$ cat config.mk
export PLATFORM = sky130hd
export DESIGN_NAME = arm_arb
export DESIGN_NICKNAME = d
export VERILOG_FILES = /design/src/rtl/arm_arb.sv
export SDC_FILE = /design/constraint.sdc
export NUM_CORES = 1
export LEC_CHECK = 0
export CORE_ASPECT_RATIO = 0.7
export CORE_MARGIN = 5
export CORE_UTILIZATION = 46
export CTS_BUF_LIST = sky130_fd_sc_hd__clkbuf_2 sky130_fd_sc_hd__clkbuf_4 sky130_fd_sc_hd__clkbuf_8
export DETAILED_ROUTE_END_ITERATION = 7
export MAX_ROUTING_LAYER = met4
export PLACE_DENSITY = 0.95
export SYNTH_ARGS = -nofsm -noshare
export SYNTH_HDL_FRONTEND = slang
export SYNTH_SLANG_ARGS = --single-unit
$ cat constraint.sdc
create_clock -name clk -period 3.9 [get_ports clk]
set_clock_uncertainty 0.2 [all_clocks]
set_input_delay 0.78 -clock clk [delete_from_list [all_inputs] [get_ports clk]]
set_output_delay 0.78 -clock clk [all_outputs]
set_load 0.02 [all_outputs]
$ cat src/rtl/arm_arb.sv
// rtl/arm_arb.sv - two-requester round-robin arbiter onto a single shared target port
//
// Purpose:
//   Grants one of two requesters (m0, m1) access to a shared target through a
//   three-state FSM (IDLE -> BUSY -> DONE). The granted request is registered onto
//   the arm_* port and held stable until the target acks or a timeout aborts it.
//   Completion is returned as a one-cycle m*_ack pulse with read data and error.
//
// Ports:
//   clk, resetn                      clock, asynchronous active-low reset
//   m0_* / m1_*  req,addr,wdata,wstrb,wr  requester inputs (req held until ack)
//   m0_* / m1_*  ack,rdata,err        one-cycle completion outputs
//   arm_req,arm_addr,arm_wdata,arm_wstrb,arm_wr  registered request to target
//   arm_ack,arm_err,arm_rdata         target completion inputs
//
// Parameter:
//   TIMEOUT  BUSY cycles without arm_ack before the transfer is aborted (1..65535)

module arm_arb #(
    parameter int TIMEOUT = 255
) (
    input  logic        clk,
    input  logic        resetn,

    input  logic        m0_req,
    input  logic [31:0] m0_addr,
    input  logic [31:0] m0_wdata,
    input  logic [3:0]  m0_wstrb,
    input  logic        m0_wr,
    output logic        m0_ack,
    output logic [31:0] m0_rdata,
    output logic        m0_err,

    input  logic        m1_req,
    input  logic [31:0] m1_addr,
    input  logic [31:0] m1_wdata,
    input  logic [3:0]  m1_wstrb,
    input  logic        m1_wr,
    output logic        m1_ack,
    output logic [31:0] m1_rdata,
    output logic        m1_err,

    output logic        arm_req,
    output logic [31:0] arm_addr,
    output logic [31:0] arm_wdata,
    output logic [3:0]  arm_wstrb,
    output logic        arm_wr,
    input  logic        arm_ack,
    input  logic        arm_err,
    input  logic [31:0] arm_rdata
);

    typedef enum logic [1:0] {
        IDLE = 2'd0,
        BUSY = 2'd1,
        DONE = 2'd2
    } state_t;

    localparam logic [15:0] TIMEOUT_CNT = TIMEOUT[15:0];

    state_t      state;
    logic        gnt_m1;      // requester owning the in-flight transfer
    logic        last_m1;     // most recently granted requester
    logic [15:0] tmo_cnt;
    logic [15:0] tmo_inc;
    logic        sel_m1;
    logic        resp_valid;
    logic        resp_err;
    logic [31:0] resp_data;

    assign tmo_inc = tmo_cnt + 16'd1;

    // m1 wins when it is the only requester, or when both request and m0 was
    // granted last. Reset leaves last_m1=1 so m0 wins the first tie.
    always_comb begin
        sel_m1 = m1_req && (!m0_req || !last_m1);
    end

    // Target response takes precedence over a timeout landing on the same edge.
    always_comb begin
        resp_valid = 1'b0;
        resp_err   = 1'b0;
        resp_data  = 32'd0;
        if (state == BUSY) begin
            if (arm_ack) begin
                resp_valid = 1'b1;
                resp_err   = arm_err;
                resp_data  = arm_rdata;
            end else if (tmo_inc == TIMEOUT_CNT) begin
                resp_valid = 1'b1;
                resp_err   = 1'b1;
                resp_data  = 32'd0;
            end
        end
    end

    always_ff @(posedge clk or negedge resetn) begin
        if (!resetn) begin
            state     <= IDLE;
            gnt_m1    <= 1'b0;
            last_m1   <= 1'b1;
            tmo_cnt   <= 16'd0;
            arm_req   <= 1'b0;
            arm_addr  <= 32'd0;
            arm_wdata <= 32'd0;
            arm_wstrb <= 4'd0;
            arm_wr    <= 1'b0;
            m0_ack    <= 1'b0;
            m0_rdata  <= 32'd0;
            m0_err    <= 1'b0;
            m1_ack    <= 1'b0;
            m1_rdata  <= 32'd0;
            m1_err    <= 1'b0;
        end else begin
            // Completion outputs are single-cycle; they fall back to zero unless
            // the BUSY branch below produces a response on this edge.
            m0_ack   <= 1'b0;
            m0_rdata <= 32'd0;
            m0_err   <= 1'b0;
            m1_ack   <= 1'b0;
            m1_rdata <= 32'd0;
            m1_err   <= 1'b0;

            case (state)
                IDLE: begin
                    if (m0_req || m1_req) begin
                        gnt_m1    <= sel_m1;
                        last_m1   <= sel_m1;
                        arm_addr  <= sel_m1 ? m1_addr  : m0_addr;
                        arm_wdata <= sel_m1 ? m1_wdata : m0_wdata;
                        arm_wstrb <= sel_m1 ? m1_wstrb : m0_wstrb;
                        arm_wr    <= sel_m1 ? m1_wr    : m0_wr;
                        arm_req   <= 1'b1;
                        tmo_cnt   <= 16'd0;
                        state     <= BUSY;
                    end
                end

                BUSY: begin
                    if (resp_valid) begin
                        arm_req <= 1'b0;
                        state   <= DONE;
                        if (gnt_m1) begin
                            m1_ack   <= 1'b1;
                            m1_rdata <= resp_data;
                            m1_err   <= resp_err;
                        end else begin
                            m0_ack   <= 1'b1;
                            m0_rdata <= resp_data;
                            m0_err   <= resp_err;
                        end
                    end else begin
                        tmo_cnt <= tmo_inc;
                    end
                end

                DONE: begin
                    state <= IDLE;
                end

                default: begin
                    state   <= IDLE;
                    arm_req <= 1'b0;
                end
            endcase
        end
    end

endmodule

## Word-level counts from Yosys, hierarchy flattened

Cells that the tools add are included.

- Bits in registers: 158
- Output and inout port bits: 138

- Add/subtract/negate cells: 1
- Equality and inequality tests: 6
- Mux-type cells: 36
- Bitwise logic cells: 1
- Reductions and logical operators: 11

Operators by type and width:

| operator | count |
|---|---|
| 32-bit 2-to-1 mux | 9 |
| 16-bit 2-to-1 mux | 2 |
| 16-bit case mux with 2 select lines | 1 |
| 1-bit 2-to-1 mux | 19 |
| 16-bit by 1-bit adder with 16-bit output, second input constant | 1 |
| 16-bit by 8-bit == test with 1-bit output, second input constant | 1 |
| 2-bit != test, second input constant | 3 |
| 3-bit AND reduction | 2 |
| 2-bit 2-to-1 mux | 2 |
| 4-bit 2-to-1 mux | 1 |
| 2-bit case mux with 2 select lines | 1 |
| 2-bit AND reduction | 2 |
| 1-bit case mux with 3 select lines | 1 |
| 2-bit by 1-bit == test with 1-bit output, second input constant | 1 |
| 2-bit == test, second input constant | 1 |
| 1-bit logical NOT | 2 |
| 2-bit logical NOT | 1 |
| 1-bit logical OR | 2 |
| 2-bit nonzero test | 1 |
| 1-bit logical AND | 1 |
| 1-bit NOT | 1 |

## Longest topological paths before layout

- Depth after elaboration: 7
- Mapped depth: 9
- Depth with buffers taken out: 8

## Worst setup path after synthesis

Ideal clock, no wire load.

- Kind: register to register
- Start: register tmo_cnt[0]
- End: register tmo_cnt[2]
- Library setup time: 124 ps
- Arrival: 2055 ps
- Required time: 3576 ps
- Setup slack: 1521 ps
- Stages on the path, launching flop included: 9
- Path through: dfrtp_1 ha_1 nand3_4 o21a_1 o41a_1 a21oi_1 buf_4 nor4b_1 a211o_2

- Cells in the longest elaborated chain, start to end: 7
- Elaborated cells on any way between the ends: 9
- Classes of those cells: add/sub (1); eq/ne (2); mux (5); reduce/logical (1)

Ends and longest elaborated chain:

| item | line | text |
|---|---|---|
| from (decl) | 64 | `logic [15:0] tmo_cnt;` |
| from (signal assigned) | 153 | `tmo_cnt <= tmo_inc;` |
| 16-bit by 1-bit adder with 16-bit output * | 71 | `assign tmo_inc = tmo_cnt + 16'd1;` |
| 16-bit by 8-bit == test with 1-bit output | 89 | `end else if (tmo_inc == TIMEOUT_CNT) begin` |
| 1-bit 2-to-1 mux | 89 |  |
| 1-bit 2-to-1 mux | 85 | `if (arm_ack) begin` |
| 1-bit 2-to-1 mux | 84 | `if (state == BUSY) begin` |
| 2-bit != test (no source line) | n/a |  |
| 3-bit AND reduction (no source line) | n/a |  |

Mark *: on every way between the ends. The rest lies on a longest branch, timed or not. The select of a mux whose other input is x is not followed.
A chain may end at the register's enable or synchronous reset.

## Final worst setup path

- Start: register tmo_cnt[0]
- End: register tmo_cnt[8]

The elaborated chain is that of the path after synthesis.

==> out/metrics.json <==
{
  "synth": {
    "number_of_register_bits_inferred_by_synthesis": 158,
    "parity_gate_share_of_the_synthesized_area_counting_xor_and_xnor_cells": 0.00399,
    "synth_top_family_by_area": "simple AND/OR/NAND/NOR gates",
    "yosysSeqAreaShare": 0.600,
    "yosys_warnings": 0,
    "fraction_of_registers_with_async_set_or_reset_after_synthesis": 1.00,
    "most_used_standard_cell_by_instance_count_after_synthesis": "sky130_fd_sc_hd__dfrtp_1",
    "synth_adder_area_share": 0.00380,
    "yosys.area_share.simple": 0.154,
    "synth_compound_gate_area_share": 0.103,
    "ys_types": 53,
    "synth_fp_nets": 759,
    "synth.avg_cell_area_um2": 11.3,
    "yosys-top-cells-count": "sky130_fd_sc_hd__dfrtp_1 (157), sky130_fd_sc_hd__nand2_1 (79), sky130_fd_sc_hd__o21ai_0 (75)",
    "synth_mux_area_frac": 0.110,
    "post-synth-top-area-cell": "sky130_fd_sc_hd__dfrtp_1",
    "synth-edff-count": 0,
    "synth_top_cells_by_area": "sky130_fd_sc_hd__dfrtp_1 (60%), sky130_fd_sc_hd__mux2i_1 (11%), sky130_fd_sc_hd__and2_1 (6.3%), sky130_fd_sc_hd__o21ai_0 (5.7%), sky130_fd_sc_hd__nand2_1 (4.5%)",
    "synth.cell_area_mm2": 0.00659,
    "fraction_of_post_synthesis_cell_area_in_the_top_cell_type_by_area": 0.596,
    "prevailing_post_synth_register_cell": "sky130_fd_sc_hd__dfrtp_1",
    "post_synth_inst_count": 581
  },
  "grt": {
    "met3_usage": 0.0843,
    "via_count_of_the_first_global_routing_pass": 5801,
    "grt_overflow": 0,
    "grt_antenna_before_repair": 0,
    "first_pass_grt_wire_length_mm": 31.9,
    "global_route.usage.total": 0.255,
    "use_met2": 0.436,
    "grt_start_max_net_pins": 109,
    "routing_layer_with_the_top_usage_in_global_route": "met2",
    "met1_usage": 0.295
  },
  "timing": {
    "setup_total_negative_slack_ps": 0,
    "relSlewSlack": 0.487,
    "final.hold.worst_slack_ps": 55.0,
    "final.min_clock_period_ps": 2830,
    "hold_viol": 0,
    "final_max_slew_viol_count": 0,
    "unrepaired_setup_endpoints_after_global_routing": "false",
    "finalCritPeriodShare": 0.726,
    "fmax_mhz": 353,
    "finalSetupViolations": 0,
    "tightestPinTransition_ps": 769
  },
  "die": {
    "core_region_area_mm2": 0.0140,
    "std_cell_rows": 36,
    "fp.dieH_um": 110,
    "initial_utilization": 0.472,
    "die_width_um": 153,
    "die_area_mm2": 0.0169,
    "io_pins": 314
  },
  "clocking": {
    "h-tree-depth": 4,
    "clock-sinks": 158,
    "clock_slew_at_the_register_clock_pins_of_the_worst_setup_and_hold_paths_ps": 100,
    "post_cts_hold_buffer_count": 0,
    "tritoncts": "built",
    "cts_root_buffer": "sky130_fd_sc_hd__clkbuf_8",
    "clock_latency_ps": 420,
    "tritoncts.num_buffers": 17,
    "post_cts.repair.setup_buffers": 0,
    "cts-root-to-sink-buffers": 2,
    "ctsResizeCount": 0
  },
  "placement": {
    "dpl_cell_area_mm2": 0.00993,
    "port_buffers": 313,
    "globalplace.congestion": 0.914,
    "dp_hpwl_mm": 16.5
  },
  "finish": {
    "post-route-cell-area_mm2": 0.0104,
    "total_nets_final": 1062,
    "antenna_cells": 0,
    "relative_area_change_from_synthesis_to_final_layout_pct": 57.6,
    "final_layout_size_suffix_gt1_frac": 0.0713
  },
  "setup_path": {
    "path_max_fanout": 10,
    "crit_path_end_kind": "flop",
    "critPathRequiredTime_ps": 4000,
    "crit_chain": "ha_1, nand3_4, o21a_1, o41a_1, a21oi_1, nor2_1, a221o_2",
    "critPathArrivalTime_ps": 2930,
    "slowest_stage": "sky130_fd_sc_hd__a221o_2",
    "start_kind": "flop",
    "cpPeakStageDelay_ps": 450,
    "timing.setup.critical_path_class": "flop to flop"
  },
  "drt": {
    "drt_pass1_iterations": 4,
    "drt-initial-drc-count": 351,
    "postRouteWirelength_mm": 21.3,
    "detail_route.vias_per_cell": 5.16,
    "via_count": 5606,
    "avgRoutedWirePerCell_um": 19.6,
    "antenna_violation_net_count_after_detailed_routing": 0,
    "post-route-drc-count": 0
  },
  "run": {
    "cap_viol_max_count": 0
  },
  "pwr": {
    "proportion_of_power_drawn_by_flip_flops_and_latches": 0.364,
    "powerDensity_mw_per_mm2": 640,
    "total_leakage_power_nw": 4.57,
    "switching_share": 0.376,
    "comb_power_share": 0.427,
    "clock_power_share": 0.209,
    "p_int_w": 0.00415,
    "net-switching-power_w": 0.00250,
    "worst_ir_drop_vdd_mv": 0.314
  },
  "run_status": {
    "status": "completed"
  },
  "min_path": {
    "min_path_type": "input pin to async pin"
  }
}
stage by stage:
step	utilization	power, W	setup slack, ps	std cells
after floorplan	-	0.00386	1520	581
after global placement	0.711	0.00519	1070	1055
after detailed placement	0.711	0.00531	953	1055
after CTS	0.744	0.00670	1090	1087
after global routing	0.744	0.00701	884	1087
final	0.744	0.00665	1070	1087
worst paths after layout:
path | startpoint | to | slack, ps | depth (start not counted)
setup / recovery | tmo_cnt[0]$_DFFE_PN0P_ | tmo_cnt[8]$_DFFE_PN0P_ | 1070 | 7
hold / removal | resetn | m1_rdata[16]$_DFF_PN0_ | 60 | 1
setup reg to reg | tmo_cnt[0]$_DFFE_PN0P_ | tmo_cnt[8]$_DFFE_PN0P_ | 1070 | 7
hold reg to reg | arm_addr[2]$_DFFE_PN0P_ | arm_addr[2]$_DFFE_PN0P_ | 280 | 2
max in group asynchronous | resetn | arm_addr[3]$_DFFE_PN0P_ | 2460 | 2
min in group clk | arm_addr[2]$_DFFE_PN0P_ | arm_addr[2]$_DFFE_PN0P_ | 280 | 2
flip-flops by register name (all words and copies together), names as in the netlist:
register and count:
arm_addr 32, arm_wdata 32, m0_rdata 32, m1_rdata 32, tmo_cnt 16, arm_wstrb 4
state 2, arm_req 1, arm_wr 1, gnt_m1 1, last_m1 1, m0_ack 1
m0_err 1, m1_ack 1, m1_err 1
layout by cell type (no fill, tap or decap), drive strengths merged, types with 2 or more instances in the layout:
| master | n |
|---|---|
| a21o | 2 |
| a211o | 2 |
| nand3 | 4 |
| buf | 9 |
| nor4 | 8 |
| inv | 11 |
| clkdlybuf4s50 | 312 |
| a21boi | 2 |
| bufinv | 4 |
| and3 | 5 |
| nand2 | 79 |
| clkinv | 2 |
| mux2i | 71 |
| o21ai | 78 |
| or3 | 2 |
| clkbuf | 18 |
| o22a | 3 |
| and2 | 66 |
| a21oi | 3 |
| a31oi | 3 |
| nor2 | 9 |
| nand4 | 6 |
| xor2 | 2 |
| a221o | 4 |
| o21a | 4 |
| nor3 | 8 |
| nor4b | 3 |
| ha | 2 |
| dfrtp | 157 |
per-layer routing:
metal | wire length, um | part of all wire
met1 | 8130 | 0.38
met3 | 1860 | 0.087
met2 | 10900 | 0.51
met5 | 0 | 0
met4 | 418 | 0.020
power groups by stage:
stage / combinational (W) / clock [W] / sequential, W
floorplan: 0.000909 / 0 / 0.00295
global placement: 0.00278 / 0 / 0.00242
detailed placement: 0.00286 / 0 / 0.00245
CTS: 0.00287 / 0.00142 / 0.00242
global route: 0.00305 / 0.00149 / 0.00248
finish: 0.00284 / 0.00139 / 0.00242
worst max-delay path, delay by kind of cell (launching register included):
| family | cells | cell delay, ps |
|---|---|---|
| AOI/OAI and AO/OA | 4 | 1420 |
| and+or+nand+nor | 2 | 350 |
| adders and majority gates | 1 | 300 |
| DFF | 1 | 440 |
kinds of logic after synthesis:
kind of cell,Yosys count
and+or+nand+nor,195
muxes,72
buffers and inverters,41
xor gates and xnor gates,3
adders and majority gates,2
AOI/OAI and AO/OA,110
DFF,158
layout make-up:
| type | count | area (um2) |
|---|---|---|
| sequential | 158 | 3960 |
| fill | 892 | 3570 |
| timing repair buffer | 321 | 3230 |
| multi-input combinational | 382 | 2490 |
| clock buffer | 18 | 241 |
| tap | 190 | 238 |
| clock inverter | 14 | 219 |
| inverter | 4 | 15.0 |
Power figures use the tool's default switching activity.
